`src/rtl/readout_pkg.sv`:
```
// Shared types and constants for the clk125 fill readout sequencer.
package readout_pkg;

  localparam int unsigned HDR_WIDTH       = 152;
  localparam int unsigned ADDR_WIDTH      = 23;
  localparam int unsigned CNT_WIDTH       = 24;
  localparam int unsigned FILLS_WIDTH     = 16;
  localparam int unsigned TIMEOUT_DEFAULT = 1048576;

  // Fill header field positions.
  localparam int unsigned FILL_NUM_LSB = 0;
  localparam int unsigned FILL_NUM_MSB = 23;
  localparam int unsigned ADDR_LSB     = 53;
  localparam int unsigned ADDR_MSB     = 75;
  localparam int unsigned CNT_LSB      = 76;
  localparam int unsigned CNT_MSB      = 99;

  typedef enum logic [2:0] {
    S_IDLE,
    S_LATCH,
    S_HDR_OUT,
    S_ARM,
    S_WAIT_DONE,
    S_POP,
    S_SETTLE
  } readout_state_t;

  // Counter width able to hold limit-1, never narrower than one bit.
  function automatic int unsigned cnt_bits(input int unsigned limit);
    return (limit > 2) ? $clog2(limit) : 1;
  endfunction

endpackage

```
`src/rtl/readout_watchdog.sv`:
```
// Loadable up-counter with clear and enable; terminal_c flags count == LIMIT-1.
module readout_watchdog #(
  parameter int unsigned LIMIT = 64,
  parameter int unsigned W     = readout_pkg::cnt_bits(LIMIT)
) (
  input  logic         clk,
  input  logic         rst_n,
  input  logic         clr,
  input  logic         load,
  input  logic [W-1:0] load_val,
  input  logic         en,
  output logic         terminal_c
);

  logic [W-1:0] count;

  assign terminal_c = (count == W'(LIMIT - 1));

  // Saturates at the terminal value until cleared or reloaded.
  always_ff @(posedge clk) begin
    if (!rst_n) begin
      count <= '0;
    end else if (clr) begin
      count <= '0;
    end else if (load) begin
      count <= load_val;
    end else if (en && !terminal_c) begin
      count <= count + W'(1);
    end
  end

endmodule

```
`src/rtl/fill_readout_ctrl.sv`:
```
// Sequences one fill at a time: forward header, program and run the DDR3
// reader under a watchdog, then pop the fill header FIFO.
module fill_readout_ctrl
  import readout_pkg::*;
#(
  parameter int unsigned HDR_W          = HDR_WIDTH,
  parameter int unsigned ADDR_W         = ADDR_WIDTH,
  parameter int unsigned CNT_W          = CNT_WIDTH,
  parameter int unsigned TIMEOUT_CYCLES = TIMEOUT_DEFAULT
) (
  input  logic              clk125,
  input  logic              reset_clk125_n,
  input  logic              acq_enabled,
  input  logic              readout_go,
  input  logic              fill_header_fifo_empty,
  input  logic [HDR_W-1:0]  fill_header_fifo_out,
  output logic              fill_header_fifo_rd_en,
  output logic [HDR_W-1:0]  hdr_out_dat,
  output logic              hdr_out_valid,
  input  logic              hdr_out_ready,
  output logic [ADDR_W-1:0] ddr3_rd_start_addr,
  output logic [CNT_W-1:0]  ddr3_rd_burst_cnt,
  output logic              enable_reading,
  input  logic              reading_done,
  input  logic              err_clr,
  output logic              timeout_err,
  output logic              readout_busy,
  output logic [15:0]       fills_read
);

  localparam int unsigned WD_W = cnt_bits(TIMEOUT_CYCLES);

  readout_state_t state;
  logic           wd_clr;
  logic           wd_en;
  logic           wd_done_c;
  logic           timeout_set;

  assign wd_clr      = (state == S_ARM);
  assign wd_en       = (state == S_WAIT_DONE);
  // A done in the terminal cycle takes priority over the timeout.
  assign timeout_set = (state == S_WAIT_DONE) && !reading_done && wd_done_c;

  readout_watchdog #(
    .LIMIT (TIMEOUT_CYCLES),
    .W     (WD_W)
  ) u_watchdog (
    .clk        (clk125),
    .rst_n      (reset_clk125_n),
    .clr        (wd_clr),
    .load       (1'b0),
    .load_val   ('0),
    .en         (wd_en),
    .terminal_c (wd_done_c)
  );

  always_ff @(posedge clk125) begin
    if (!reset_clk125_n) begin
      state                  <= S_IDLE;
      fill_header_fifo_rd_en <= 1'b0;
      hdr_out_dat            <= '0;
      hdr_out_valid          <= 1'b0;
      ddr3_rd_start_addr     <= '0;
      ddr3_rd_burst_cnt      <= '0;
      enable_reading         <= 1'b0;
      timeout_err            <= 1'b0;
      readout_busy           <= 1'b0;
      fills_read             <= '0;
    end else begin
      fill_header_fifo_rd_en <= 1'b0;

      case (state)
        S_IDLE: begin
          if (!fill_header_fifo_empty && !acq_enabled && readout_go) begin
            state        <= S_LATCH;
            readout_busy <= 1'b1;
          end
        end
        S_LATCH: begin
          hdr_out_dat        <= fill_header_fifo_out;
          ddr3_rd_start_addr <= ADDR_W'(fill_header_fifo_out[ADDR_MSB:ADDR_LSB]);
          ddr3_rd_burst_cnt  <= CNT_W'(fill_header_fifo_out[CNT_MSB:CNT_LSB]);
          hdr_out_valid      <= 1'b1;
          state              <= S_HDR_OUT;
        end
        S_HDR_OUT: begin
          if (hdr_out_ready) begin
            hdr_out_valid <= 1'b0;
            if (ddr3_rd_burst_cnt != '0) begin
              state <= S_ARM;
            end else begin
              // Zero-burst fill: forward only, skip the reader.
              state                  <= S_POP;
              fill_header_fifo_rd_en <= 1'b1;
            end
          end
        end
        S_ARM: begin
          enable_reading <= 1'b1;
          state          <= S_WAIT_DONE;
        end
        S_WAIT_DONE: begin
          if (reading_done || wd_done_c) begin
            enable_reading         <= 1'b0;
            fill_header_fifo_rd_en <= 1'b1;
            state                  <= S_POP;
          end
        end
        S_POP: begin
          fills_read <= fills_read + 16'd1;
          state      <= S_SETTLE;
        end
        S_SETTLE: begin
          readout_busy <= 1'b0;
          state        <= S_IDLE;
        end
        default: begin
          readout_busy <= 1'b0;
          state        <= S_IDLE;
        end
      endcase

      if (timeout_set) begin
        timeout_err <= 1'b1;
      end else if (err_clr) begin
        timeout_err <= 1'b0;
      end
    end
  end

  rd_en_never_empty: assert property (@(posedge clk125) disable iff (!reset_clk125_n)
    fill_header_fifo_rd_en |-> !fill_header_fifo_empty);

endmodule

```
`config.mk`:
```
export PLATFORM = sky130hd
export DESIGN_NAME = fill_readout_ctrl
export DESIGN_NICKNAME = d
export VERILOG_FILES = /design/src/rtl/readout_pkg.sv /design/src/rtl/readout_watchdog.sv /design/src/rtl/fill_readout_ctrl.sv
export SDC_FILE = /design/constraint.sdc
export NUM_CORES = 1
export LEC_CHECK = 0
export ABC_AREA = 1
export BUFFER_PORTS_ARGS = -buffer_cell sky130_fd_sc_hd__buf_2
export CELL_PAD_IN_SITES_DETAIL_PLACEMENT = 0
export CELL_PAD_IN_SITES_GLOBAL_PLACEMENT = 1
export CORE_ASPECT_RATIO = 2
export CORE_MARGIN = 4
export CORE_UTILIZATION = 33
export DETAILED_ROUTE_END_ITERATION = 7
export HOLD_SLACK_MARGIN = 0.05
export PLACE_DENSITY = 0.88
export SLEW_MARGIN = 20
export SYNTH_ARGS = -nofsm -noshare
export SYNTH_HDL_FRONTEND = slang
export SYNTH_HIERARCHICAL = 1
export SYNTH_SLANG_ARGS = --single-unit
```
`constraint.sdc`:
```
create_clock -name clk125 -period 2.1 [get_ports clk125]
set_clock_uncertainty 0.2 [all_clocks]
set_input_delay 0.42 -clock clk125 [delete_from_list [all_inputs] [get_ports clk125]]
set_output_delay 0.42 -clock clk125 [all_outputs]
set_load 0.005 [all_outputs]
```
# Word-level counts from Yosys, hierarchy flattened
# Cells that the tools add are included.
# op_classes
n_eq_ne	9
add_sub_neg	2
muxes	17
n_bitwise	2
reduce_logical	21
# ops
cell	n
nonzero test 24 bit	1
adder 20 x 1 -> 20 bit (second input constant)	1
== test 20 bit (second input constant)	1
one-hot mux 3 bit (6 select lines)	1
adder 16 x 1 -> 16 bit (second input constant)	1
2-to-1 mux 3 bit	4
2-to-1 mux 1 bit	8
one-hot mux 1 bit (2 select lines)	4
== test 3 x 2 -> 1 bit (second input constant)	2
== test 3 bit (second input constant)	2
!= test 2 bit (second input constant)	3
AND reduction 2 bit	3
nonzero test 2 bit	3
logical AND 1 bit	5
OR reduction 5 bit	1
zero test 1 bit	4
== test 3 x 1 -> 1 bit (second input constant)	1
zero test 3 bit	1
AND reduction 3 bit	1
NOT 1 bit	2
OR reduction 2 bit	1
logical OR 1 bit	1
# word_totals
in_bits	160
reg_bits	243
wordCells	62

# Logic depth before layout (Yosys ltp)
# Gate-level depths: netlist of run 1.
# depth
word_depth	5
ltp_mapped	12
depth_no_buf	12

# Hierarchy
# The synthesis of run 1 kept the hierarchy.
# by_module_without_submodules
module	instances	cells_each	seq_area_each_um2	area_per_inst_um2
fill_readout_ctrl	1	914	3523.4	7056.8
readout_watchdog	1	269	400.4	1532.7

# Worst setup path before layout of run 1
# Ideal clock, no wire load.
# synth_timing
path_type	flip-flop to flip-flop
from	register u_watchdog.count[0]
to	register state[2]
required_ps	1830
stages_incl_launch_ff	12
t_arrival_ps	1579
path_slack_ps	251
setup_ps	70
n_path_buf	0
cell_sequence	dfxtp_1 > ha_1 > nand3_2 > nor2_4 > nand3_4 > inv_1 > nor2_1 > nand3_1 > nand3_1 > nor2_1 > nand2_1 > a21oi_1
# synth_between
elab_chain_len	4
# synth_rtl
element	line	rtl
start: declaration	readout_watchdog.sv:15	logic [W-1:0] count;
start signal: assignment	readout_watchdog.sv:26	count <= load_val;
start signal: assignment	readout_watchdog.sv:28	count <= count + W'(1);
== test 20 bit	readout_watchdog.sv:17	assign terminal_c = (count == W'(LIMIT - 1));
net wd_done_c	fill_readout_ctrl.sv:36	logic wd_done_c;
logical OR 1 bit	fill_readout_ctrl.sv:103	if (reading_done || wd_done_c) begin
!= test 2 bit (no line)	--	
AND reduction 3 bit (no line)	--	
end signal: assignment	fill_readout_ctrl.sv:100	state <= S_WAIT_DONE;
end signal: assignment	fill_readout_ctrl.sv:106	state <= S_POP;
end signal: assignment	fill_readout_ctrl.sv:111	state <= S_SETTLE;
end: declaration	fill_readout_ctrl.sv:33	readout_state_t state;
# The timed path passes the listed nets, and every way through them passes these cells.
# A chain may end at the register's enable or synchronous reset.

# Worst setup path after layout of run 1
# layout_timing
from	register state[0]
to	register u_watchdog.count[13]
# layout_between
elab_chain_len	2
word_cells_on_any_way	4
# layout_rtl
element	line	rtl
start signal: assignment	fill_readout_ctrl.sv:59	state <= S_IDLE;
start signal: assignment	fill_readout_ctrl.sv:75	state <= S_LATCH;
start signal: assignment	fill_readout_ctrl.sv:84	state <= S_HDR_OUT;
== test 3 x 2 -> 1 bit	fill_readout_ctrl.sv:39	assign wd_clr = (state == S_ARM);
net wd_clr	fill_readout_ctrl.sv:34	logic wd_clr;
OR reduction 2 bit (no line)	--	
# The timed path passes the listed nets, and every way through them passes these cells.

==> results of run 1 <==
## worst register-to-register path, cell delays in order, from the launching register on
cell and delay (ns):
dfxtp_1 0.49, inv_2 0.12, nor3_1 0.34, nor2_1 0.13, inv_1 0.40, nor2_1 0.11
## cells by family (layout without fill, tap and decap cells)
kind of cell	Yosys count	count (layout)
simple gates	594	594
other cells	1	26
compound gates	206	206
buf+inv	179	644
flops	196	196
xor+xnor	5	5
fa+ha+maj	2	2
## worst paths after layout
check,start,endpoint,cells after the start
worst min-delay path,fill_header_fifo_out[34],hdr_out_dat[34],3
worst max-delay path,state[0],u_watchdog/count[13],5
worst min register to register,hdr_out_dat[31],hdr_out_dat[31],2
worst max register to register,state[0],u_watchdog/count[13],5
## registers in the layout, summed over array words and instances, names as in the netlist
| signal | flops |
|---|---|
| readout_busy | 1 |
| fills_read | 16 |
| enable_reading | 1 |
| u_watchdog/count | 20 |
| hdr_out_dat | 152 |
| timeout_err | 1 |
| state | 3 |
| hdr_out_valid | 1 |
| fill_header_fifo_rd_en | 1 |
## metal layers
metal	wire length [um]	GRT usage, %	vias up
met5	0	0	-
met4	1600	11.5	0
met3	2050	4.68	99
met2	17100	39.2	415
met1	11200	21.8	4452
li1	-	-	4761
## stage by stage
stage	util, %	hold WS (ns)	cells	power (mW)
4_1_cts	49.5	0.0526	2012	12.9
6_report	49.5	0.0782	2013	12.8
5_1_grt	49.5	0.0622	2013	13.6
3_5_place_dp	41.5	0.249	1836	9.26
3_3_place_gp	41.5	0.245	1836	9.21
2_1_floorplan	-	0.256	1207	7.66
## synthesized netlist by cell type
| cell | count | area share (%) |
|---|---|---|
| o21ai_0 | 22 | 1.3 |
| nor3b_1 | 1 | 0.087 |
| a21oi_1 | 175 | 10 |
| clkbuf_1 | 31 | 1.4 |
| clkinv_2 | 1 | 0.058 |
| a21oi_2 | 4 | 0.41 |
| xor2_1 | 2 | 0.20 |
| nor2_2 | 2 | 0.15 |
| o21bai_1 | 3 | 0.26 |
| nand2_4 | 2 | 0.26 |
| conb_1 | 1 | 0.044 |
| a21boi_0 | 1 | 0.087 |
| or2_2 | 1 | 0.073 |
| clkbuf_2 | 1 | 0.058 |
| xnor2_1 | 3 | 0.31 |
| dfxtp_1 | 196 | 46 |
| nor3_2 | 1 | 0.12 |
| buf_1 | 3 | 0.13 |
| nand2_2 | 2 | 0.15 |
| buf_2 | 27 | 1.6 |
| nor3_1 | 7 | 0.41 |
| inv_1 | 48 | 2.1 |
| buf_4 | 57 | 5.0 |
| nand3_2 | 2 | 0.23 |
| a31oi_1 | 1 | 0.073 |
| nand3b_1 | 1 | 0.087 |
| clkinv_1 | 2 | 0.087 |
| nand3_4 | 1 | 0.20 |
| inv_2 | 5 | 0.22 |
| nand2_1 | 301 | 13 |
| nand3_1 | 189 | 11 |
| nand4_1 | 9 | 0.66 |
| clkbuf_4 | 1 | 0.087 |
| ha_1 | 2 | 0.29 |
| buf_6 | 3 | 0.39 |
| nor2_1 | 72 | 3.1 |
| nor2_4 | 3 | 0.39 |
## what timing repair did
item	in CTS	in global routing
hold buffers	144	0
endpoints found under the hold margin	143	0
buffers inserted	0	0
setup endpoints to repair	0	3
gates resized for setup	0	2
## cell type report
| class | count | area [um2] |
|---|---|---|
| flip-flops and latches | 196 | 3920 |
| inverters | 56 | 216 |
| diodes | 1 | 2.50 |
| multi-input cells | 832 | 3820 |
| clock inverters | 15 | 184 |
| repair buffers | 556 | 3700 |
| fillers | 2508 | 13000 |
| clock buffers | 17 | 425 |
| well taps | 340 | 425 |
## power by group through the flow
stage,clock network (mW),logic (mW),registers [mW]
after floorplan,0,2.56,5.10
after global placement,0,4.14,5.07
after detailed placement,0,4.17,5.10
after CTS,3.51,4.40,5.02
after global routing,3.64,4.86,5.13
final,3.41,4.40,5.04
## cell usage in the layout (no fill, tap or decap), types with 2 or more instances in the layout
cell type,synthesis,layout
nor2_4,3,3
nand2_1,301,300
o21ai_0,22,22
inv_4,0,2
bufinv_16,0,2
nor3_1,7,7
xnor2_1,3,3
nand2_2,2,2
inv_2,5,5
buf_4,57,24
dfxtp_1,196,196
buf_2,27,379
a21oi_1,175,175
nor2_1,72,71
nand3_2,2,2
clkinv_2,1,2
nand4_1,9,9
inv_1,48,47
inv_6,0,4
nand3_1,189,189
conb_1,1,25
inv_8,0,6
nand2_4,2,3
nor2_2,2,3
clkbuf_16,0,17
buf_12,0,9
a21oi_2,4,4
dlygate4sd3_1,0,144
xor2_1,2,2
o21bai_1,3,3
==> flow_summary.ini, run 1 <==
[sta]
fin_crit_ns = 1.91
fmax_mhz = 524
drv_slew = 0
worst_pin_slew_ns = 0.503
maxSlewHeadroom_pct = 66.4
setup_tns_ns = 0
timing.final.ws_setup_ns = 0.192
finalCritPeriodShare_pct = 90.9
setup_viol = 0
rsz0062_at_grt = no
hold_viol = 0

[floorplan]
die-height_um = 236
core_um2 = 25700
die_x_um = 122
placementRows = 83
io-pin-count = 380
start_util_pct = 33.5
die_area_um2 = 28800

[routing]
ant_nets = 0
wl_per_cell_um = 15.9
avgViaCountPerCell = 4.83
first_pass_iters = 5
drc_errors = 0
drtIter0Drc = 726
wl_um = 32000
vias = 9727

[logic_synthesis]
seq_area_frac_synth_pct = 45.7
synth.area.mux_share_pct = 0
syn_inst = 1183
yosys.area_share.simple_pct = 30.1
synth_xor_area_share_pct = 0.510
synth_cell_type_count = 37
synth_compound_area_share_pct = 12.3
synth_top_family_by_area = simple AND/OR/NAND/NOR gates
ys_ff_latch = 196
syn_area_per_cell_um2 = 7.26
yosysWarnings = 6
yosys.area_share.adder_pct = 0.291
syn-cell-area_um2 = 8590

[power]
netSwitchingPower_mw = 4.67
swShare_pct = 36.4
sequentialPowerShare_pct = 39.2
power_density_nw_per_um2 = 1010
leakagePower_nw = 5.81
peakVddDrop_mv = 0.510
combPwrFrac_pct = 34.2
clkPwrFrac_pct = 26.5
p_int_mw = 8.17

[critical_path]
cp_slowest_cell = dfxtp_1
r2r_slack_ns = 0.19
critPathBufInv = 2
start_kind = flip-flop
critPathTopFamily = simple AND/OR/NAND/NOR gates
slowest_delay_ns = 0.49
worstSetupPathType = reg2reg
critical_path_required_ns = 2.22
crit_arrival_ns = 2.03
setup.worst_path.end_class = flip-flop
path_cells = inv_2, nor3_1, nor2_1, inv_1, nor2_1
cp_max_fo = 12
cpMostUsedCell = nor2_1

[clock_tree]
cts.path.max_buffers = 2
clock_latency_ns = 0.44
clk_pin_slew_ns = 0.08
htree_levels = 4
clock-sinks = 196
cts_buffers = 17
cts_tree = built
root_buffer = clkbuf_16

[status]
status = finished clean

[global_routing]
grt_usage_pct = 21.3
antenna_found_initial = 1
grt_pass1_wl_um = 48600
overflow = 0
grt_max_degree = 85
grt_pass1_vias = 9202

[place]
place_congestion = 0.932
dp_slack_ns = 0.153
dp_hpwl_um = 22400
place_area_um2 = 10600
numPortBuffers = 379

[worst_hold_path]
hold_path.class = in2reg

[finish]
final_nets = 1821
area_growth_pct = 47.8
drive_gt1_share_pct = 28.3
finalInstanceArea_um2 = 12700

[run]
max-cap-violations = 0
(Power assumes the default switching activity.)
==> inputs of run 2 (changes only) <==
REMOVE_ABC_BUFFERS = 1   (was default)
==> flow_summary.ini, run 2 (synthesized netlist as in run 1, its figures left out) <==
[status]
status = finished clean

[clock_tree]
clk_pin_slew_ns = 0.07
root_buffer = clkbuf_16
cts.path.max_buffers = 2
cts_buffers = 17
clock_latency_ns = 0.45
cts_tree = built
clock-sinks = 196
htree_levels = 4
post_cts_buffers = 0

[floorplan]
placementRows = 83
io-pin-count = 380
start_util_pct = 33.5
die_x_um = 122
die_area_um2 = 28800
core_um2 = 25700
die-height_um = 236

[critical_path]
cp_slowest_cell = dfxtp_2
setup.worst_path.end_class = flip-flop
worstSetupPathType = reg2reg
start_kind = flip-flop
critPathTopFamily = simple AND/OR/NAND/NOR gates
critical_path_required_ns = 2.26
cpMostUsedCell = nand2_1
crit_arrival_ns = 2.11
path_cells = ha_2, nand2_1, nor2_2, nand2_1, nor2_1, a21boi_0, nand2_1, nor2_1, nor3_1
critPathBufInv = 0
slowest_delay_ns = 0.36
cp_max_fo = 4

[finish]
largest_register_ffs = 152
drive_gt1_share_pct = 27.9
largest-register = hdr_out_dat
reg.largest.list = hdr_out_dat (152), u_watchdog/count (20), fills_read (16)
layout_common_cells = buf_2 (379), nand2_1 (300), dfxtp_1 (193), nand3_1 (189), a21oi_1 (175)
final_nets = 1816
final_common_cell = buf_2
area_growth_pct = 47.2
finalInstanceArea_um2 = 12600

[power]
power_density_nw_per_um2 = 1000
p_total_mw = 12.7
netSwitchingPower_mw = 4.61
peakVddDrop_mv = 0.748
clkPwrFrac_pct = 25.3
sequentialPowerShare_pct = 40.0
p_int_mw = 8.05
combPwrFrac_pct = 34.7
swShare_pct = 36.4
leakagePower_nw = 5.76

[sta]
setup_viol = 0
hold_viol = 0
fmax_mhz = 514
drv_slew = 0
finalCritPeriodShare_pct = 92.7
fin_crit_ns = 1.95

[routing]
drc_errors = 0
drtIter0Drc = 480
vias = 9577
wl_per_cell_um = 15.5
wl_um = 31100
avgViaCountPerCell = 4.77
ant_nets = 0
first_pass_iters = 5

[global_routing]
grt_pass1_wl_um = 48400
grt_usage_pct = 21.2
grt_pass1_vias = 9390
grt_max_degree = 77
antenna_found_initial = 1
overflow = 0

[place]
place_area_um2 = 10600
numPortBuffers = 379
dp_hpwl_um = 22100
place_congestion = 0.889

[worst_hold_path]
hold_path.class = in2reg

[run]
max-cap-violations = 0
==> run 2: changes by cell type in the layout (fill, tap and decap cells not counted), sizes merged <==
cell and delta:
buf -9, bufinv -1, clkbuf +3, clkinv +3, dlygate4sd3 +4, inv -5
==> run 2: tightest hold or removal path: cells and delay by family <==
| kind | cells | cell delay [ns] |
|---|---|---|
| AND/OR/NAND/NOR | 1 | 0.07 |
| buffers and inverters | 1 | 0.11 |
| AO/OA/AOI/OAI | 1 | 0.06 |
==> run 2: repair_timing <==
item / 4_1_cts / 5_1_grt
setup endpoints to repair: 0 / 6
hold buffers: 148 / 0
endpoints found under the hold margin: 147 / 0
gates resized for setup: 0 / 5
==> run 2: area by class of cell <==
class | instances | area (um2)
fillers | 2481 | 13000
flip-flops and latches | 196 | 3930
multi-input cells | 832 | 3820
repair buffers | 551 | 3680
clock buffers | 20 | 447
well taps | 340 | 425
inverters | 56 | 216
clock inverters | 12 | 119
diodes | 1 | 2.50
==> run 2: metrics by stage <==
stage	setup TNS [ns]	utilization [%]	setup WS [ns]	hold slack, ns	cells
floorplan	-688.75	-	-4.42	0.256	1084
global placement	0	41.3	0.165	0.245	1827
detailed placement	0	41.3	0.0639	0.248	1827
CTS	0	49.2	0.0412	0.0516	2007
global route	-0.000969	49.3	-0.000969	0.0704	2008
finish	0	49.3	0.153	0.0607	2008
==> run 2: power by group through the flow <==
stage	Sequential [mW]	Clock (mW)	Combinational, mW
2_1_floorplan	5.14	0	1.96
3_3_place_gp	5.10	0	4.15
3_5_place_dp	5.13	0	4.17
4_1_cts	5.06	3.30	4.41
5_1_grt	5.17	3.43	4.87
6_report	5.07	3.20	4.39
==> run 2: layer usage <==
layer,up-vias,wire [um],track usage (%)
li1,4753,-,-
met2,374,16300,37.1
met3,80,1930,4.63
met4,0,1460,11.5
met1,4370,11400,23.5
met5,-,0,0
==> run 2: path summary, 6_finish.rpt <==
kind / cells past startpoint / startpoint / slack, ns / to
min: 3 / fill_header_fifo_out[137] / 0.06 / hdr_out_dat[137]
max reg2reg: 9 / u_watchdog/count[1] / 0.15 / u_watchdog/count[0]
max: 9 / u_watchdog/count[1] / 0.15 / u_watchdog/count[0]
min reg2reg: 2 / hdr_out_dat[23] / 0.26 / hdr_out_dat[23]
==> inputs of run 3 (changes only) <==
CTS_BUF_LIST = sky130_fd_sc_hd__clkbuf_16   (was default)
SKIP_LAST_GASP = 1   (was default)
==> flow_summary.ini, run 3 (synthesized netlist as in run 1, its figures left out) <==
[sta]
finalCritPeriodShare_pct = 92.2
setup_viol = 0
fmax_mhz = 516
drv_slew = 0
timing.final.ws_setup_ns = 0.163
fin_crit_ns = 1.94
hold_viol = 0

[floorplan]
placementRows = 83
start_util_pct = 33.5
die-height_um = 236
die_area_um2 = 28800
core_um2 = 25700
die_x_um = 122
io-pin-count = 380

[finish]
final_common_cell = buf_2
final_core_util_pct = 49.2
layout_common_cells = buf_2 (379), nand2_1 (300), dfxtp_1 (193), nand3_1 (189), a21oi_1 (175)
reg.largest.list = hdr_out_dat (152), u_watchdog/count (20), fills_read (16)
finalInstanceArea_um2 = 12600
drive_gt1_share_pct = 27.8
largest_register_ffs = 152
area_growth_pct = 47.1
final_nets = 1816
largest-register = hdr_out_dat

[place]
dp_slack_ns = 0.0639
place_congestion = 0.889
dp_hpwl_um = 22100
numPortBuffers = 379
place_area_um2 = 10600

[critical_path]
cpMostUsedCell = nand2_1
setup.worst_path.end_class = flip-flop
r2r_slack_ns = 0.16
path_cells = ha_2, nand2_1, nor2_2, nand2_1, nor2_1, a21boi_0, nand2_1, nor2_1, nor3_1
cp_max_fo = 4
worstSetupPathType = reg2reg
critPathBufInv = 0
slowest_delay_ns = 0.36
rr_endpoint = u_watchdog/count[0]
critical_path_required_ns = 2.26
rr_worst_depth = 9
cp_slowest_cell = dfxtp_2
start_kind = flip-flop
crit_arrival_ns = 2.10
critPathTopFamily = simple AND/OR/NAND/NOR gates
path_depth = 9
worstReg2RegStart = u_watchdog/count[1]

[routing]
drtIter0Drc = 487
wl_met2_um = 16300
first_pass_iters = 5
vias = 9588
top_layer_used = met4
avgViaCountPerCell = 4.77
drc_errors = 0
wl_per_cell_um = 15.5
wl_um = 31000
wl_met3_um = 1910
wl_met1_um = 11400
ant_nets = 0

[worst_hold_path]
min_to = hdr_out_dat[137]
holdPathStages = 3
holdCritStartpoint = fill_header_fifo_out[137]
hold_path.class = in2reg

[clock_tree]
root_buffer = clkbuf_16
clk_pin_slew_ns = 0.07
cts_buffers = 17
htree_levels = 4
clock_latency_ns = 0.45
clock-sinks = 196
post_cts_buffers = 0
cts.path.max_buffers = 2
cts_tree = built

[global_routing]
grt_usage_pct = 21.2
grt_pass1_vias = 9388
grt_pass1_wl_um = 48400
overflow = 0
antenna_found_initial = 1
grt_max_degree = 77

[power]
peakVddDrop_mv = 0.747
leakagePower_nw = 5.77
power_density_nw_per_um2 = 998

[status]
status = finished clean

[run]
max-cap-violations = 0
## run 3: cell type report
class / count / area [um2]
sequential: 196 / 3930
inverter: 56 / 216
timing repair buffer: 551 / 3680
fill: 2484 / 13000
clock inverter: 15 / 130
multi-input combinational: 832 / 3820
clock buffer: 17 / 425
antenna: 1 / 2.50
tap: 340 / 425
## run 3: how the worst max path moves through the flow
stage | startpoint | to | slack, ns
after detailed placement | u_watchdog/count[1] | u_watchdog/count[0] | 0.06
after global routing | u_watchdog/count[1] | u_watchdog/count[1] | -0.001
after CTS | u_watchdog/count[1] | u_watchdog/count[0] | 0.04
after floorplan | state[2] | hdr_out_dat[0] | -4.42
final | u_watchdog/count[1] | u_watchdog/count[0] | 0.16
after global placement | u_watchdog/count[1] | u_watchdog/count[1] | 0.17
## run 3: tightest hold or removal path, stage by stage
cell	delay, ns
buf_2	0.11
nand3_1	0.07
a21oi_1	0.06
## run 3: metal layers
metal	track usage, %	vias to the layer above
li1	-	4756
met1	23.5	4374
met2	37.0	377
met3	4.63	81
met4	11.5	0
met5	0	-
## run 3: power by group
part	total [mW]	leakage, nW	internal (mW)	switching [mW]
clock	3.15	0.282	1.64	1.51
sequential	5.07	1.59	4.50	0.570
combinational	4.39	3.89	1.86	2.53
total	12.6	5.77	8.00	4.60
## run 3: what timing repair did
action                                  in CTS  in global routing
hold endpoints to repair                   147                  0
gates resized for setup                      0                  5
hold buffers                               148                  0
endpoints found under the setup margin       0                  6
## run 3: stage by stage
step / power, mW / hold slack (ns) / cells / setup TNS, ns
global route: 13.4 / 0.0704 / 2008 / -0.000969
CTS: 12.7 / 0.0516 / 2007 / 0
floorplan: 7.11 / 0.256 / 1084 / -688.75
global placement: 9.25 / 0.245 / 1827 / 0
detailed placement: 9.30 / 0.248 / 1827 / 0
finish: 12.6 / 0.0605 / 2008 / 0
